[src/rtl/hazard_forward_ctrl_pkg.sv]
// Shared definitions for the hazard/forwarding controller: operand-select
// codes, the stall FSM state type and the multicycle counter width.
package hazard_pkg;

  // Operand select codes. The EX stage uses MEM=10/WB=01. The decode stage
  // swaps the two codes so that it has its own mux ordering.
  localparam logic [1:0] FWD_RF  = 2'b00;
  localparam logic [1:0] FWD_WB  = 2'b01;
  localparam logic [1:0] FWD_MEM = 2'b10;

  // The counter only ever holds MC_LAT-2. With MC_LAT capped at 16, four bits are enough.
  localparam int MC_CTR_W = 4;

  typedef enum logic {
    RUN     = 1'b0,
    MC_WAIT = 1'b1
  } stateT;

endpackage

[src/rtl/hazard_forward_ctrl_fwd_sel.sv]
// Operand match for one source register. It picks the MEM-stage result,
// then the WB-stage result, then the register file. Register 0 never matches.
// The select codes are parameters so that the same block serves both the
// EX-stage muxes and the decode-stage muxes.
module fwd_sel
  import hazard_pkg::*;
#(
  parameter int         REG_AW  = 5,
  parameter logic [1:0] MEM_SEL = FWD_MEM,
  parameter logic [1:0] WB_SEL  = FWD_WB
) (
  input  logic [REG_AW-1:0] srcReg,
  input  logic              memEn,
  input  logic [REG_AW-1:0] memRd,
  input  logic              wbEn,
  input  logic [REG_AW-1:0] wbRd,
  output logic [1:0]        sel
);

  // The newer producer (MEM) wins over the older one (WB).
  always_comb begin
    sel = FWD_RF;
    if (memEn && (memRd != '0) && (memRd == srcReg)) begin
      sel = MEM_SEL;
    end else if (wbEn && (wbRd != '0) && (wbRd == srcReg)) begin
      sel = WB_SEL;
    end
  end

endmodule

[src/rtl/hazard_forward_ctrl.sv]
// Pipeline hazard and forwarding controller. It drives the EX and decode
// operand selects, handles load-use and branch-operand stalls, and freezes
// the front of the pipe while a multicycle unit runs. It also counts the
// cycles in which fetch was stalled.
module hazard_forward_ctrl
  import hazard_pkg::*;
#(
  parameter int REG_AW = 5,
  parameter int MC_LAT = 4,
  parameter int CNT_W  = 16
) (
  input  logic              clk,
  input  logic              rst_n,
  input  logic [REG_AW-1:0] id_rs,
  input  logic [REG_AW-1:0] id_rt,
  input  logic              id_use_rs,
  input  logic              id_use_rt,
  input  logic              id_is_branch,
  input  logic              br_taken,
  input  logic [REG_AW-1:0] ex_rs,
  input  logic [REG_AW-1:0] ex_rt,
  input  logic [REG_AW-1:0] ex_rd,
  input  logic              ex_wr,
  input  logic              ex_is_load,
  input  logic              ex_is_mc,
  input  logic [REG_AW-1:0] mem_rd,
  input  logic              mem_wr,
  input  logic              mem_is_load,
  input  logic [REG_AW-1:0] wb_rd,
  input  logic              wb_wr,
  output logic [1:0]        fwd_a,
  output logic [1:0]        fwd_b,
  output logic [1:0]        fwd_a_d,
  output logic [1:0]        fwd_b_d,
  output logic              stall_f,
  output logic              stall_d,
  output logic              stall_e,
  output logic              flush_d,
  output logic              flush_e,
  output logic              flush_m,
  output logic              mc_busy,
  output logic [CNT_W-1:0]  stall_cnt
);

  stateT               state;
  logic [MC_CTR_W-1:0] mcCtr;
  logic                mcBusyQ;

  logic [1:0] selExA;
  logic [1:0] selExB;
  logic [1:0] selIdA;
  logic [1:0] selIdB;

  logic memFwdToId;
  logic exRdLive;
  logic memLoadLive;
  logic exRdUsed;
  logic memRdUsed;
  logic loadUse;
  logic branchHaz;
  logic mcStart;
  logic mcStall;

  // A load still in MEM cannot feed decode because its data is not back yet.
  assign memFwdToId = mem_wr && !mem_is_load;

  fwd_sel #(.REG_AW(REG_AW), .MEM_SEL(FWD_MEM), .WB_SEL(FWD_WB)) uFwdExA (
    .srcReg(ex_rs), .memEn(mem_wr), .memRd(mem_rd),
    .wbEn(wb_wr), .wbRd(wb_rd), .sel(selExA)
  );

  fwd_sel #(.REG_AW(REG_AW), .MEM_SEL(FWD_MEM), .WB_SEL(FWD_WB)) uFwdExB (
    .srcReg(ex_rt), .memEn(mem_wr), .memRd(mem_rd),
    .wbEn(wb_wr), .wbRd(wb_rd), .sel(selExB)
  );

  fwd_sel #(.REG_AW(REG_AW), .MEM_SEL(FWD_WB), .WB_SEL(FWD_MEM)) uFwdIdA (
    .srcReg(id_rs), .memEn(memFwdToId), .memRd(mem_rd),
    .wbEn(wb_wr), .wbRd(wb_rd), .sel(selIdA)
  );

  fwd_sel #(.REG_AW(REG_AW), .MEM_SEL(FWD_WB), .WB_SEL(FWD_MEM)) uFwdIdB (
    .srcReg(id_rt), .memEn(memFwdToId), .memRd(mem_rd),
    .wbEn(wb_wr), .wbRd(wb_rd), .sel(selIdB)
  );

  // Work out which decode sources collide with a pending EX or MEM result.
  always_comb begin
    exRdLive    = ex_wr && (ex_rd != '0);
    memLoadLive = mem_is_load && mem_wr && (mem_rd != '0);
    exRdUsed    = (id_use_rs && (id_rs == ex_rd)) || (id_use_rt && (id_rt == ex_rd));
    memRdUsed   = (id_use_rs && (id_rs == mem_rd)) || (id_use_rt && (id_rt == mem_rd));
    loadUse     = ex_is_load && exRdLive && exRdUsed;
    branchHaz   = id_is_branch && ((exRdLive && exRdUsed) || (memLoadLive && memRdUsed));
    mcStart     = (state == RUN) && ex_is_mc;
    mcStall     = mcStart || (state == MC_WAIT);
  end

  // Prioritise the control outputs: reset, then multicycle, then hazard, then taken branch.
  always_comb begin
    fwd_a   = FWD_RF;
    fwd_b   = FWD_RF;
    fwd_a_d = FWD_RF;
    fwd_b_d = FWD_RF;
    stall_f = 1'b0;
    stall_d = 1'b0;
    stall_e = 1'b0;
    flush_d = 1'b0;
    flush_e = 1'b0;
    flush_m = 1'b0;
    mc_busy = 1'b0;
    if (rst_n) begin
      fwd_a   = selExA;
      fwd_b   = selExB;
      fwd_a_d = selIdA;
      fwd_b_d = selIdB;
      mc_busy = mcBusyQ;
      if (mcStall) begin
        stall_f = 1'b1;
        stall_d = 1'b1;
        stall_e = 1'b1;
        flush_m = 1'b1;
      end else if (loadUse || branchHaz) begin
        stall_f = 1'b1;
        stall_d = 1'b1;
        flush_e = 1'b1;
      end else begin
        flush_d = br_taken;
      end
    end
  end

  // Multicycle FSM. The first stall cycle happens in RUN, so the wait state
  // lasts MC_LAT-1 cycles, counted down from MC_LAT-2 to 0.
  always_ff @(posedge clk) begin
    if (!rst_n) begin
      state   <= RUN;
      mcCtr   <= '0;
      mcBusyQ <= 1'b0;
    end else begin
      case (state)
        RUN: begin
          if (ex_is_mc) begin
            state   <= MC_WAIT;
            mcCtr   <= MC_CTR_W'(MC_LAT - 2);
            mcBusyQ <= 1'b1;
          end
        end
        MC_WAIT: begin
          if (mcCtr == '0) begin
            state   <= RUN;
            mcBusyQ <= 1'b0;
          end else begin
            mcCtr <= mcCtr - 1'b1;
          end
        end
        default: begin
          state   <= RUN;
          mcBusyQ <= 1'b0;
        end
      endcase
    end
  end

  // Count fetch-stall cycles. The count holds at all-ones instead of wrapping.
  always_ff @(posedge clk) begin
    if (!rst_n) begin
      stall_cnt <= '0;
    end else if (stall_f && (stall_cnt != '1)) begin
      stall_cnt <= stall_cnt + 1'b1;
    end
  end

endmodule

[config.mk]
export PLATFORM = sky130hd
export DESIGN_NAME = hazard_forward_ctrl
export DESIGN_NICKNAME = d
export VERILOG_FILES = /design/src/rtl/hazard_forward_ctrl_pkg.sv /design/src/rtl/hazard_forward_ctrl_fwd_sel.sv /design/src/rtl/hazard_forward_ctrl.sv
export SDC_FILE = /design/constraint.sdc
export NUM_CORES = 1
export LEC_CHECK = 0
export BUFFER_PORTS_ARGS = -buffer_cell sky130_fd_sc_hd__buf_2
export CAP_MARGIN = 10
export CORE_ASPECT_RATIO = 1.25
export CORE_MARGIN = 2
export CORE_UTILIZATION = 35
export CTS_CLUSTER_DIAMETER = 100
export DETAILED_ROUTE_END_ITERATION = 10
export GPL_ROUTABILITY_DRIVEN = 0
export GPL_TIMING_DRIVEN = 0
export HOLD_SLACK_MARGIN = 0.06
export PLACE_DENSITY_LB_ADDON = 0.12
export SETUP_SLACK_MARGIN = 0.15
export SLEW_MARGIN = 0
export SYNTH_ARGS = -nofsm -noshare
export SYNTH_HDL_FRONTEND = slang
export SYNTH_SLANG_ARGS = --single-unit
[constraint.sdc]
create_clock -name clk -period 4.3 [get_ports clk]
set_input_delay 0.215 -clock clk [delete_from_list [all_inputs] [get_ports clk]]
set_output_delay 0.215 -clock clk [all_outputs]
set_load 0.1 [all_outputs]
-- Yosys cells after proc, flatten, opt, wreduce, memory -nomap -nowiden
Cells that the tools add are included.
- bitwise gates (word level): 1
- mux-type cells: 32
- $add $sub $neg: 2
- reduce and logical (&&, ||, !) cells: 38
- equal/unequal tests: 16
- operator list (kind ; number):
    $eq A5 B5 Y1 ; 12
    $logic_and A1 B1 Y1 ; 26
    $mux W2 ; 10
    $mux W1 ; 17
    $add A16 B1 Y16 const B ; 1
    $ne A16 B16 Y1 const B ; 1
    $reduce_bool A5 Y1 ; 3
    $mux W4 ; 2
    $pmux W4 S2 ; 1
    $logic_or A1 B1 Y1 ; 5
    $logic_not A4 Y1 ; 1
    $ne A2 B2 Y1 const B ; 2
    $pmux W1 S2 ; 2
    $reduce_and A2 Y1 ; 2
    $sub A4 B1 Y4 const B ; 1
    $ne A2 B1 Y1 const B ; 1
    $logic_not A1 Y1 ; 1
    $not A1 Y1 ; 1
- bits in registers: 22
- word-level logic and storage cells: 93
- input port bits: 47
- output and inout bits: 31

-- Longest topological paths before layout
Gate-level depths: netlist (run 1).
- depth in word-level cells: 11
- depth in mapped cells: 11
- gate-level depth less buffers: 8

-- Cells and area by module
A second synthesis (run 1) with hierarchy kept.
- cells, all modules: 269
- area, all modules: 2138.3 um^2
- modules (own cells, without submodules) (module ; seq. area each (um^2) ; cells an instance ; area each (um^2) ; times used):
    hazard_forward_ctrl ; 440.4 ; 189 ; 1532.7 ; 1
    fwd_sel ; 0.0 ; 20 ; 151.4 ; 4

-- Worst setup path before layout (run 1)
No wires, ideal clock.
- path kind: input -> output
- start: input port mem_rd[0]
- end: output port fwd_a[0]
- buffers on the path: 1
- stages on the path: 5
- required time: 4085 ps
- setup slack: -7 ps
- data arrival time: 4092 ps
- path through: buf_6 > or4_4 > o21ai_4 > nor4_1 > nor4_1
- longest elaborated chain between the ends: 5
- elaborated cells on any way between the ends: 6
- those cells by class: eq/ne: 1; mux: 2; reduce/logical: 3
- ends and longest elaborated chain (element ; line ; source):
    from (decl) ; hazard_forward_ctrl.sv:26 ; input logic [REG_AW-1:0] mem_rd,
    $reduce_bool A5 Y1 ; hazard_forward_ctrl_fwd_sel.sv:23 ; if (memEn && (memRd != '0) && (memRd == srcReg)) begin
    $logic_and A1 B1 Y1 ; hazard_forward_ctrl_fwd_sel.sv:23 ;
    $logic_and A1 B1 Y1 (*) ; hazard_forward_ctrl_fwd_sel.sv:23 ;
    $mux W2 (*) ; hazard_forward_ctrl_fwd_sel.sv:23 ;
    $mux W2 (*) ; hazard_forward_ctrl.sv:112 ; if (rst_n) begin
    to (decl) ; hazard_forward_ctrl.sv:31 ; output logic [1:0] fwd_a,
Mark *: on every way between the ends. The rest lies on a longest branch, timed or not.

-- Worst setup path after layout (run 1)
- start: input port mem_rd[2]
- end: output port stall_f
- longest elaborated chain between the ends: 10
- elaborated cells on any way between the ends: 14
- those cells by class: eq/ne: 2; mux: 3; reduce/logical: 9
- ends and longest elaborated chain (element ; line ; source):
    $eq A5 B5 Y1 ; hazard_forward_ctrl.sv:92 ; memRdUsed = (id_use_rs && (id_rs == mem_rd)) || (id_use_rt && (id_rt == mem_rd));
    $logic_and A1 B1 Y1 ; hazard_forward_ctrl.sv:92 ;
    $logic_or A1 B1 Y1 ; hazard_forward_ctrl.sv:92 ;
    $logic_and A1 B1 Y1 (*) ; hazard_forward_ctrl.sv:94 ; branchHaz = id_is_branch && ((exRdLive && exRdUsed) || (memLoadLive && memRdUsed));
    $logic_or A1 B1 Y1 (*) ; hazard_forward_ctrl.sv:94 ;
    $logic_and A1 B1 Y1 (*) ; hazard_forward_ctrl.sv:94 ;
    $logic_or A1 B1 Y1 (*) ; hazard_forward_ctrl.sv:123 ; end else if (loadUse || branchHaz) begin
    $mux W1 (*) ; hazard_forward_ctrl.sv:123 ;
    $mux W1 (*) ; hazard_forward_ctrl.sv:118 ; if (mcStall) begin
    $mux W1 (*) ; hazard_forward_ctrl.sv:112 ;
    to (decl) ; hazard_forward_ctrl.sv:35 ; output logic stall_f,
Marks and branches as above.

==> metrics.md, run 1 <==
| Metric | Value |
|---|---|
| Run status | `complete, no violations` |
| Tot Pwr | `0.605 mW` |
| Prevailing post-synth register cell | `dfxtp_1` |
| Largest cells by area after synthesis | `dfxtp_1, xor2_1, xnor2_1` |
| Max Cap Violations | `0` |
| Worst Setup Path Type | `input port to primary output` |
| Maximum fanout along the worst path | `7` |
| Fin nets | `365` |
| Antenna Cells | `0` |
| Combinational share of power | `38.3%` |
| Post-CTS setup buffer count | `0` |
| Gr usage total | `18.3%` |
| P_sw | `0.230 mW` |
| Port Buffer Count | `67` |
| Delay of the slowest critical-path stage | `0.50 ns` |
| Pre-antenna DRT Iters | `4` |
| CTS Hold Bufs | `0` |
| Root Buffer | `clkbuf_8` |
| Slowest CP cell | `or4_4` |
| H-tree Lvls | `1` |
| Die width | `71.7 um` |
| Top routing layer in use | `met4` |
| Die ar. | `6350 sq um` |
| Slew @ Worst Pin | `0.609 ns` |
| Synth warnings | `0` |
| Worst-path clk slew | `0.08 ns` |
| Switching fraction of total power | `38.0%` |
| Post-synthesis cell area | `2000 sq um` |
| Worst Hold Slack | `0.221 ns` |
| Library cells used by synthesis | `52` |
| Internal power | `0.375 mW` |
| Clk network pwr share | `24.6%` |
| Commonest non-fill, non-tap cells in the layout | `buf_2, xor2_1, xnor2_1` |
| Largest net degree at the start of global routing | `13` |
| Avg Cell Area, Syn | `8.24 sq um` |
| First-pass GRT wire length | `9320 um` |
| Final Critical Period | `2.38 ns` |
| Vias | `1968` |
| Max VDD drop | `0.000138 V` |
| Sequential element share of the synthesized area | `22.0%` |
| IO Pins | `78` |
| Metal3 WL | `290 um` |
| DP HPWL | `4570 um` |
| Normalized max-slew margin | `59.4%` |
| Fin cells | `378` |
| Critical path's most frequent cell | `buf_2` |
| Worst Setup Start Kind | `input port` |
| HP Class | `input port to flip-flop` |
| Vias in the first global route | `1981` |
| Reg power frac | `37.0%` |
| # setup viols final | `0` |
| Final Hold Fails | `0` |
| Global route total overflow | `0` |
| Fmax | `420 MHz` |
| R2R Setup Slk | `1.97 ns` |
| Core area | `5480 sq um` |
| Share of the synthesized area in the top cell type | `22.0%` |
| Slew Limit Fails | `0` |
| Via-to-Cell Ratio | `5.21` |
| Clock sinks | `22` |
| Syn nets | `293` |
| Worst Path Required | `4.09 ns` |
| Iter 0 DRT Violations | `72` |
| Post-CTS Resized | `0` |
| Final wirelength | `5600 um` |
| Gate count of the mapped netlist | `243` |
| Clock Latency Late Sink | `0.26 ns` |
| Effective utilization at floorplan | `36.6%` |
| Num CTS Buffers | `3` |
| Die Ht | `88.6 um` |
| CP Capture Type | `primary output` |
| Crit-path cells | `buf_2 > or4_4 > o21ai_4 > nor2_2 > o21a_4 > nor3_4 > nor2_1 > buf_4 > buf_2` |
| Unrepaired setup endpoints after global routing | `no` |
| Clk buf depth | `2` |
| Final worst-path cycle share | `55.3%` |
| Layout cells sized above 1 | `35.7%` |
| # rows | `30` |
| Setup TNS | `0 ns` |
| Pwr/cell area | `243 nW/um^2` |
| WL met1 | `2250 um` |
| Most common cell after layout, fill and taps aside | `buf_2` |
| Static Leak | `1.01 nW` |
| Post-layout util | `45.4%` |
| Routed WL per cell | `14.8 um` |
| DR DRC count | `0` |
| TritonCTS clock tree | `done` |
| Worst Path Arrival | `2.16 ns` |
| Inst Count DP | `374` |
| Antenna violations before repair | `0` |
| P&R area growth vs syn | `24.1%` |
| Antenna Nets Post-Route | `0` |
| Setup Skew | `0.00940 ns` |
| #FFs+latches synth | `22` |
| Ys async rst share | `0%` |
| Met2 Wirelength | `3000 um` |
| Number of synthesized flops with an enable pin | `0` |
| Area leader, netlist | `dfxtp_1` |
-- flip-flops by register name (all words and copies together) (netlist names) --
register and cells:
stall_cnt 16, mcCtr 4, mcBusyQ 1, state 1
-- worst max-delay path: cells and delay by family --
family / cells / cell delay, ns
buffers and inverters: 3 / 0.60
AO/OA/AOI/OAI: 2 / 0.36
AND/OR/NAND/NOR: 4 / 0.98
-- path summary, 6_finish.rpt --
path              cells past startpoint                      start                        end
setup / recovery                      9                  mem_rd[2]                    stall_f
setup reg to reg                     11  stall_cnt[0]$_SDFFE_PN0P_  stall_cnt[9]$_SDFFE_PN0P_
hold / removal                        3                   ex_is_mc       mcBusyQ$_SDFFE_PN0P_
hold reg to reg                       2       mcBusyQ$_SDFFE_PN0P_       mcBusyQ$_SDFFE_PN0P_
-- power by group through the flow --
stage / Sequential, mW / Clock, mW / Combinational (mW)
2_1_floorplan: 0.252 / 0 / 0.149
3_3_place_gp: 0.229 / 0 / 0.233
3_5_place_dp: 0.229 / 0 / 0.233
4_1_cts: 0.224 / 0.152 / 0.234
5_1_grt: 0.226 / 0.161 / 0.252
6_report: 0.224 / 0.149 / 0.232
-- synthesized netlist by cell type, drive strengths merged (7+ instances only) --
| library cell | n |
|---|---|
| or3 | 9 |
| a21oi | 14 |
| nand3 | 11 |
| xnor2 | 24 |
| o21ai | 11 |
| buf | 12 |
| dfxtp | 22 |
| nand2 | 13 |
| nor4 | 7 |
| nor2 | 19 |
| xor2 | 28 |
-- final cells by class --
cell class	instances	area (sq um)
fillers	561	2990
well taps	64	80.1
repair buffers	67	335
multi-input cells	199	1440
inverters	4	15.0
flip-flops and latches	22	440
clock buffers	4	55.1
plain buffers	18	120
-- stage by stage --
| stage | area [sq um] | setup WS (ns) |
|---|---|---|
| finish | 2490 | 1.92 |
| global route | 2490 | 1.80 |
| CTS | 2490 | 1.89 |
| detailed placement | 2430 | 1.90 |
| global placement | 2430 | 1.90 |
| floorplan | 2020 | 1.18 |
-- layer usage --
| metal | vias up | track usage (%) |
|---|---|---|
| li1 | 996 | - |
| met1 | 913 | 20.2 |
| met2 | 55 | 36.4 |
| met3 | 4 | 2.73 |
| met4 | 0 | 4.46 |
| met5 | - | 0 |
-- logic make-up after synthesis --
logic type | after synthesis | synth area share [%]
simple gates | 98 | 27.8
mux | 2 | 0.999
fa+ha+maj | 3 | 1.87
flops | 22 | 22.0
xor+xnor | 52 | 22.7
compound gates | 44 | 17.9
buf+inv | 22 | 6.74
(Power assumes the default switching activity.)
==> run 2, diff against run 1 <==
Clock period 4.3 ns to 2.07 ns, I/O delays scaled along.
==> run 2 against run 1 <==
- design area is 18% higher
- critical path depth increased by 1
- highest routed layer unchanged
- die area unchanged
- sequential share of layout area shrank 1.1 points
- largest power group unchanged
- combinational power rose by 150%
- setup slack worse by 1.9 ns
- utilization rose by 8.2 points
- count of clock-buffer cells in the layout did not move
==> metrics.md, run 2 (synthesis results as in run 1) <==
| Metric | Value |
|---|---|
| Reg with most FFs | `stall_cnt (unchanged)` |
| FF+latch area | `487 sq um (was 440 sq um)` |
| Antenna Cells | `0 (unchanged)` |
| Worst-path clk slew | `0.09 ns (was 0.08 ns)` |
| Die width | `71.7 um (unchanged)` |
| Clk buf depth | `2 (unchanged)` |
| Via-to-Cell Ratio | `5.25 (was 5.21)` |
| P_sw | `0.513 mW (was 0.230 mW)` |
| Worst Path Arrival | `2.21 ns (was 2.16 ns)` |
| Final Critical Period | `2.02 ns` |
| Antenna Nets Post-Route | `0 (unchanged)` |
| Max FFs per register | `16 (unchanged)` |
| CP startpoint | `stall_cnt[0]$_SDFFE_PN0P_ (was mem_rd[2])` |
| Layout cells sized above 1 | `51.5% (was 35.7%)` |
| Worst Path Required | `2.26 ns (was 4.09 ns)` |
| Internal power | `0.880 mW (was 0.375 mW)` |
| Gr usage total | `18.7% (was 18.3%)` |
| Maximum fanout along the worst path | `5 (was 7)` |
| Max Cap Violations | `0 (unchanged)` |
| Combinational share of power | `41.6% (was 38.3%)` |
| Max VDD drop | `0.000304 V (was 0.000138 V)` |
| Routed WL per cell | `14.8 um (about the same)` |
| Slew Limit Fails | `0 (unchanged)` |
| Reg2Reg Depth | `10 (was 11)` |
| Worst Setup Path Type | `flip-flop to flip-flop (was input port to primary output)` |
| Final wirelength | `5750 um (was 5600 um)` |
| Reg-to-Reg Start | `stall_cnt[0]$_SDFFE_PN0P_ (unchanged)` |
| Fin cells | `388 (was 378)` |
| Root Buffer | `clkbuf_8 (unchanged)` |
| Vias | `2038 (was 1968)` |
| CP Capture Type | `flip-flop (was primary output)` |
| Iter 0 DRT Violations | `60 (was 72)` |
| Final worst slack | `0.0467 ns (was 1.92 ns)` |
| Vias in the first global route | `2022 (was 1981)` |
| Num CTS Buffers | `3 (unchanged)` |
| Fmax | `494 MHz` |
| # rows | `30 (unchanged)` |
| Crit path capture | `stall_cnt[4]$_SDFFE_PN0P_ (was stall_f)` |
| Inst Count DP | `374 (unchanged)` |
| Setup Skew | `0.00447 ns (was 0.00940 ns)` |
| Pwr/cell area | `474 nW/um^2 (was 243 nW/um^2)` |
| RR Endpoint | `stall_cnt[4]$_SDFFE_PN0P_ (was stall_cnt[9]$_SDFFE_PN0P_)` |
| Fin nets | `375 (was 365)` |
| R2R Setup Slk | `0.05 ns (was 1.97 ns)` |
| Multi-input gate area | `1600 sq um (was 1440 sq um)` |
| Worst Setup Start Kind | `flip-flop (was input port)` |
| # setup viols final | `0 (unchanged)` |
| Unrepaired setup endpoints after global routing | `yes (was no)` |
| Run status | `complete, no violations (unchanged)` |
| Pre-antenna DRT Iters | `4 (unchanged)` |
| Clk network pwr share | `25.7% (was 24.6%)` |
| Top Registers | `stall_cnt: 16 flops, mcCtr: 4 flops (unchanged)` |
| H-tree Lvls | `1 (unchanged)` |
| Core area | `5480 sq um (unchanged)` |
| Place WS | `-0.0482 ns (was 1.90 ns)` |
| Port Buffer Count | `67 (unchanged)` |
| Switching fraction of total power | `36.8% (was 38.0%)` |
| Reg power frac | `32.7% (was 37.0%)` |
| P&R area growth vs syn | `46.7% (was 24.1%)` |
| Clock Latency Late Sink | `0.26 ns (about the same)` |
| IO Pins | `78 (unchanged)` |
| Tot Pwr | `1.39 mW (was 0.605 mW)` |
| DP HPWL | `4420 um (was 4570 um)` |
| Clock sinks | `22 (unchanged)` |
| Largest net degree at the start of global routing | `14 (was 13)` |
| First-pass GRT wire length | `9440 um (was 9320 um)` |
| Post-layout util | `53.6% (was 45.4%)` |
| Die Ht | `88.6 um (unchanged)` |
| Slew @ Worst Pin | `0.740 ns (was 0.609 ns)` |
| Antenna violations before repair | `0 (unchanged)` |
| Number of fill cells | `519 (was 561)` |
| Hold depth | `3 (unchanged)` |
| Static Leak | `1.15 nW (was 1.01 nW)` |
| Final Hold Fails | `0 (unchanged)` |
| Most common cell after layout, fill and taps aside | `buf_2 (unchanged)` |
| Effective utilization at floorplan | `36.6% (unchanged)` |
| TritonCTS clock tree | `done (unchanged)` |
| HP Class | `input port to flip-flop (unchanged)` |
| Normalized max-slew margin | `50.7% (was 59.4%)` |
| Commonest non-fill, non-tap cells in the layout | `buf_2, xor2_1, xnor2_1 (unchanged)` |
| DR DRC count | `0 (unchanged)` |
| Final worst-path cycle share | `97.7%` |
| Die ar. | `6350 sq um (unchanged)` |
| Global route total overflow | `0 (unchanged)` |
[run 2: changes by cell type in the layout (fill, tap and decap cells not counted), moves of 3 or more]
cell,delta
buf_8,+3
dfxtp_1,-15
dfxtp_2,+4
clkbuf_8,+3
nor2_2,+4
clkbuf_1,-5
nor2_1,-6
buf_4,+10
dfxtp_4,+11
buf_2,-9
or3_4,+6
or3_1,-6
[run 2: routing by layer]
metal	track usage, %	wire length [um]
met2	34.3	2940
met4	7.89	132
met1	21.5	2300
met3	2.73	381
met5	0	0
[run 2: area by class of cell]
| cell class | count | area share, % |
|---|---|---|
| multi-input cells | 199 | 54.6 |
| repair buffers | 77 | 17.0 |
| flip-flops and latches | 22 | 16.6 |
| plain buffers | 18 | 6.39 |
| well taps | 64 | 2.73 |
| clock buffers | 4 | 2.26 |
| inverters | 4 | 0.511 |
[run 2: worst min-delay path by stage]
stage	startpoint	end	slack (ns)
after global placement	ex_is_mc	mcBusyQ$_SDFFE_PN0P_	0.39
after detailed placement	ex_is_mc	mcBusyQ$_SDFFE_PN0P_	0.40
after floorplan	ex_is_mc	mcBusyQ$_SDFFE_PN0P_	0.25
final	ex_is_mc	mcBusyQ$_SDFFE_PN0P_	0.12
after global routing	ex_is_mc	mcBusyQ$_SDFFE_PN0P_	0.11
after CTS	ex_is_mc	mcBusyQ$_SDFFE_PN0P_	0.11
[run 2: power by group through the flow]
stage          clock, mW  combinational [mW]  sequential, mW
3_3_place_gp           0               0.505           0.470
2_1_floorplan          0               0.335           0.518
5_1_grt            0.392               0.624           0.459
4_1_cts            0.367               0.576           0.455
6_report           0.358               0.579           0.456
3_5_place_dp           0               0.507           0.469
[run 2: stage by stage]
stage / setup TNS (ns) / cell area [sq um] / hold slack (ns)
floorplan: -0.523 / 2200 / 0.252
global placement: -0.0523 / 2620 / 0.390
detailed placement: -0.129 / 2620 / 0.402
CTS: 0 / 2890 / 0.110
global route: -0.0217 / 2940 / 0.111
finish: 0 / 2940 / 0.122
[run 2: timing repair]
item                                    4_1_cts  5_1_grt
hold endpoints to repair                      0        0
endpoints found under the setup margin       15       19
pin swaps                                    22        5
buffers inserted                              8        0
resized for setup                            25       11
hold buffers                                  0        0
gates cloned                                  2        0
[run 2: critical path: stages (launching register included)]
cell,delay [ns]
dfxtp_4,0.36
ha_4,0.15
and2_4,0.13
buf_6,0.11
and3_4,0.16
nand3_2,0.10
o211ai_2,0.11
and2_4,0.20
buf_8,0.14
or3_4,0.36
a21oi_2,0.12
